## src/rtl/buffer_fifo_nx.sv

```systemverilog
`default_nettype none
// ============================================================================
// Module   : buffer_fifo_nx
// Purpose  : WIDTH-bit, DEPTH-entry synchronous FIFO buffer with valid/ready
//            handshakes on both sides. First-word fall-through read path,
//            status flags derived only from registered pointers.
// Options  : define BUFFER_FIFO_NX_COUNT_EN to add the COUNT occupancy port.
// Revision : 1.0 - initial release
// ============================================================================
module buffer_fifo_nx #(
   parameter  int WIDTH = 8,
   parameter  int DEPTH = 4,
   localparam int AW    = $clog2(DEPTH)
) (
   input  logic             CLK,
   input  logic             RST,
   input  logic [WIDTH-1:0] I,
   input  logic             I_VALID,
   output logic             I_READY,
   output logic [WIDTH-1:0] O,
   output logic             O_VALID,
   input  logic             O_READY
`ifdef BUFFER_FIFO_NX_COUNT_EN
   ,
   output logic [AW:0]      COUNT
`endif
);

   // Pointer increment constant, sized to the pointer so no width mismatch.
   localparam logic [AW:0] C_PTR_ONE = {{AW{1'b0}}, 1'b1};

   // Pointers carry one extra MSB so full and empty are distinguishable
   // when the index bits coincide.
   logic [AW:0]      r_wr_ptr;
   logic [AW:0]      r_rd_ptr;
   logic [WIDTH-1:0] r_mem [DEPTH];

   logic [AW-1:0]    w_wr_idx;
   logic [AW-1:0]    w_rd_idx;
   logic             w_full;
   logic             w_empty;
   logic             w_push;
   logic             w_pop;

   assign w_wr_idx = r_wr_ptr[AW-1:0];
   assign w_rd_idx = r_rd_ptr[AW-1:0];

   // Status flags come only from registered pointers, so neither ready nor
   // valid has a combinational path from the opposite handshake input.
   assign w_empty = (r_wr_ptr == r_rd_ptr);
   assign w_full  = (r_wr_ptr[AW] != r_rd_ptr[AW]) && (w_wr_idx == w_rd_idx);

   assign I_READY = ~w_full;
   assign O_VALID = ~w_empty;

   assign w_push  = I_VALID & ~w_full;
   assign w_pop   = O_READY & ~w_empty;

   // Head entry is presented directly from storage (fall-through read).
   assign O = r_mem[w_rd_idx];

   // Write pointer: advance on every accepted word; reset wins over push.
   always_ff @(posedge CLK) begin
      if (RST) begin
         r_wr_ptr <= '0;
      end else if (w_push) begin
         r_wr_ptr <= r_wr_ptr + C_PTR_ONE;
      end
   end

   // Read pointer: advance on every consumed word; reset wins over pop.
   always_ff @(posedge CLK) begin
      if (RST) begin
         r_rd_ptr <= '0;
      end else if (w_pop) begin
         r_rd_ptr <= r_rd_ptr + C_PTR_ONE;
      end
   end

   // Storage: one register per entry, cleared on reset so O reads zero
   // while the buffer is empty after reset.
   generate
      for (genvar gi = 0; gi < DEPTH; gi++) begin : g_mem
         // Capture write data into this entry when it is the write target.
         always_ff @(posedge CLK) begin
            if (RST) begin
               r_mem[gi] <= '0;
            end else if (w_push && (w_wr_idx == AW'(gi))) begin
               r_mem[gi] <= I;
            end
         end
      end
   endgenerate

`ifdef BUFFER_FIFO_NX_COUNT_EN
   // Occupancy is the modulo-2*DEPTH pointer distance; it moves on the same
   // edge as the pointers and stays put when push and pop coincide.
   assign COUNT = r_wr_ptr - r_rd_ptr;
`endif

endmodule
`default_nettype wire

```

## config.mk

```make
export PLATFORM = sky130hd
export DESIGN_NAME = buffer_fifo_nx
export DESIGN_NICKNAME = d
export VERILOG_FILES = /design/src/rtl/buffer_fifo_nx.sv
export SDC_FILE = /design/constraint.sdc
export NUM_CORES = 1
export LEC_CHECK = 0
export BUFFER_PORTS_ARGS = -buffer_cell sky130_fd_sc_hd__buf_4
export CORE_UTILIZATION = 28
export CTS_BUF_LIST = sky130_fd_sc_hd__clkbuf_16
export DETAILED_ROUTE_END_ITERATION = 12
export PLACE_DENSITY = 0.53
export SLEW_MARGIN = 25
export SYNTH_ARGS = -nofsm -noshare
export SYNTH_HDL_FRONTEND = slang
export SYNTH_SLANG_ARGS = --single-unit
```

## constraint.sdc

```tcl
create_clock -name CLK -period 3.3 [get_ports CLK]
set_clock_uncertainty 0.05 [all_clocks]
set_input_delay 0.165 -clock CLK [delete_from_list [all_inputs] [get_ports CLK]]
set_output_delay 0.165 -clock CLK [all_outputs]
set_load 0.005 [all_outputs]
```

==> impl_metrics.json <==
{
  "die_width_um": 88.3,
  "p_leak_nw": 0.866,
  "io_pins": 22,
  "arrival_ns": 1.90,
  "rrSetupSlack_ns": 1.32,
  "grt_overflow_total": 0,
  "cp_num_buf_inv": 0,
  "yosys_warnings": 0,
  "die_y_um": 88.3,
  "total_power_mw": 1.59,
  "cts_num_sinks": 40,
  "outcome": "complete, no violations",
  "drv_cap": 0,
  "drtAntennaViolNets": 0,
  "worst_path_max_delay_cell": "dfxtp_1",
  "drv_slew": 0,
  "wl_per_cell_um": 16.0,
  "async_reset_ff_frac": 0,
  "cts-resized-gates": 0,
  "viasPerCell": 4.70,
  "portBuffers": 21,
  "startpoint_type": "flip-flop",
  "antenna_found_initial": 0,
  "power_density_nw_per_um2": 645,
  "fin_setup_tns_ns": 0,
  "diodes": 0,
  "endpoint_kind": "flip-flop",
  "root_buffer": "clkbuf_16",
  "cts_max_level": 2,
  "grt_pass1_wl_mm": 7.06,
  "regToRegEndpoint": "r_mem[1][4]",
  "final.min_clock_period_ns": 1.98,
  "dr.pass1.iters": 4,
  "hold_viol": 0,
  "fmax_ghz": 0.504,
  "yosysUniqueCellTypes": 32,
  "crit_chain": "xor2_4 > o311ai_4 > nand2b_1",
  "hp-class": "in -> reg",
  "cp_data_required_time_ns": 3.21,
  "ys_seq_elements": 40,
  "rows": 31,
  "syn_to_final_growth_pct": 18.3,
  "worst_pin_slew_ns": 0.763,
  "cp_slowest_stage_delay_ns": 0.59,
  "start_util": 0.289,
  "hold_path_depth": 2,
  "reg2reg_depth": 3,
  "post-route-period-util": 0.601,
  "cts_tree": "done",
  "finalSetupViolCount": 0,
  "coreArea_um2": 7210,
  "rsz0062_at_grt": "false",
  "hp-start": "I[6]",
  "irDropWorstVdd_mv": 0.325,
  "post_cts_buffers": 0,
  "syn_inst": 159,
  "crit_path_end": "r_mem[1][4]",
  "cp_top_family": "flip-flops",
  "dp_hpwl_mm": 3.32,
  "final_common_cell": "edfxtp_1",
  "wirelength_mm": 4.47,
  "clk_pin_slew_worst_paths_ns": 0.06,
  "dieArea_um2": 7790,
  "critPathLaunch": "r_wr_ptr[1]",
  "gp_congestion": 0.755,
  "placed_area_um2": 2330,
  "yosysSeqAreaShare": 0.538,
  "drive_gt1_frac": 0.244,
  "fin_hold_ws_ns": 0.120,
  "crit_fanout": 9,
  "netlist_area_um2": 2080,
  "cts_buffers": 5,
  "track_usage": 0.125,
  "layout_common_cells": "32 x edfxtp_1, 24 x nor2_1, 21 x buf_4",
  "cts_hold_buffers": 0,
  "drc": 0,
  "final_nets": 197,
  "synth_nets": 176,
  "syn_area_per_cell_um2": 13.1,
  "final_area_um2": 2460,
  "synth_edf_count": 32,
  "ys.flop_type": "edfxtp_1",
  "grt_pass1_vias": 1305,
  "maxSlewHeadroom": 0.489,
  "clk_latency_ns": 0.28,
  "cp_num_cells": 3,
  "grt_max_degree": 26,
  "ctsLongestPathBuffers": 2,
  "timing.rr.start": "r_wr_ptr[1]",
  "vias": 1312,
  "drt_iter0_drc": 41,
  "critPathKind": "reg -> reg"
}
## cell usage after synthesis (2+ instances only)
cell | count | area share
nand3_1 | 7 | 0.017
o311ai_4 | 3 | 0.038
nor3b_1 | 4 | 0.014
clkbuf_1 | 2 | 0.0036
buf_2 | 3 | 0.0072
o211ai_1 | 2 | 0.0072
inv_1 | 5 | 0.0090
edfxtp_1 | 32 | 0.46
a21oi_1 | 2 | 0.0048
a41oi_1 | 2 | 0.0084
nand2b_1 | 11 | 0.033
o21ai_0 | 5 | 0.012
ha_1 | 5 | 0.030
dfxtp_1 | 8 | 0.077
nand2_1 | 3 | 0.0054
xor2_4 | 2 | 0.026
mux4_2 | 8 | 0.086
nand4_1 | 6 | 0.018
xnor2_1 | 2 | 0.0084
a211o_1 | 2 | 0.0084
nor2_1 | 24 | 0.043
and2_1 | 8 | 0.024
nor2b_1 | 4 | 0.012
## worst min path at each step
stage | endpoint | slack [ns]
after global placement | r_mem[3][0] | 0.41
after global routing | r_mem[3][0] | 0.13
after floorplan | r_mem[3][0] | 0.31
after CTS | r_mem[3][6] | 0.12
final | r_mem[3][6] | 0.12
after detailed placement | r_mem[3][6] | 0.41
## cells by family (layout without fill, tap and decap cells)
kind of cell	after synthesis	count (layout)	share of synthesized area
muxes	8	8	0.0865
xor gates and xnor gates	6	6	0.0468
AOI/OAI and AO/OA	19	19	0.0961
DFF	40	40	0.538
adders and majority gates	5	5	0.0300
buffers and inverters	12	33	0.0270
and+or+nand+nor	69	69	0.175
## layout make-up
| class | count | area, µm² |
|---|---|---|
| Clock buffer | 5 | 125 |
| Clock inverter | 2 | 12.5 |
| Timing Repair Buffer | 21 | 158 |
| Tap cell | 99 | 124 |
| Multi-Input combinational cell | 107 | 906 |
| Sequential cell | 40 | 1120 |
| Fill cell | 740 | 4750 |
| Inverter | 5 | 18.8 |
## flip-flops by register name, summed over array words and instances, names as in the netlist, named ones only
register,flops
r_wr_ptr,3
r_rd_ptr,3
r_mem,32
## report_power, final
| group | internal, mW | switching [mW] |
|---|---|---|
| logic | 0.215 | 0.210 |
| registers | 0.613 | 0.0888 |
| clock network | 0.274 | 0.187 |
## per-layer routing
| layer | part of all wire | wire length, µm | track usage | vias up |
|---|---|---|---|---|
| li1 | - | - | - | 630 |
| met1 | 0.49 | 2170 | 0.169 | 645 |
| met2 | 0.47 | 2080 | 0.201 | 31 |
| met3 | 0.040 | 180 | 0.0289 | 6 |
| met4 | 0.0081 | 36 | 0.0352 | 0 |
| met5 | 0 | 0 | 0 | - |
## metrics by stage
step,utilization,worst slack [ns],instances
after floorplan,-,1.59,159
after global placement,0.323,1.36,272
after detailed placement,0.323,1.30,272
after CTS,0.342,1.30,279
after global routing,0.342,1.15,279
final,0.342,1.32,279
Power figures use the tool's default switching activity.
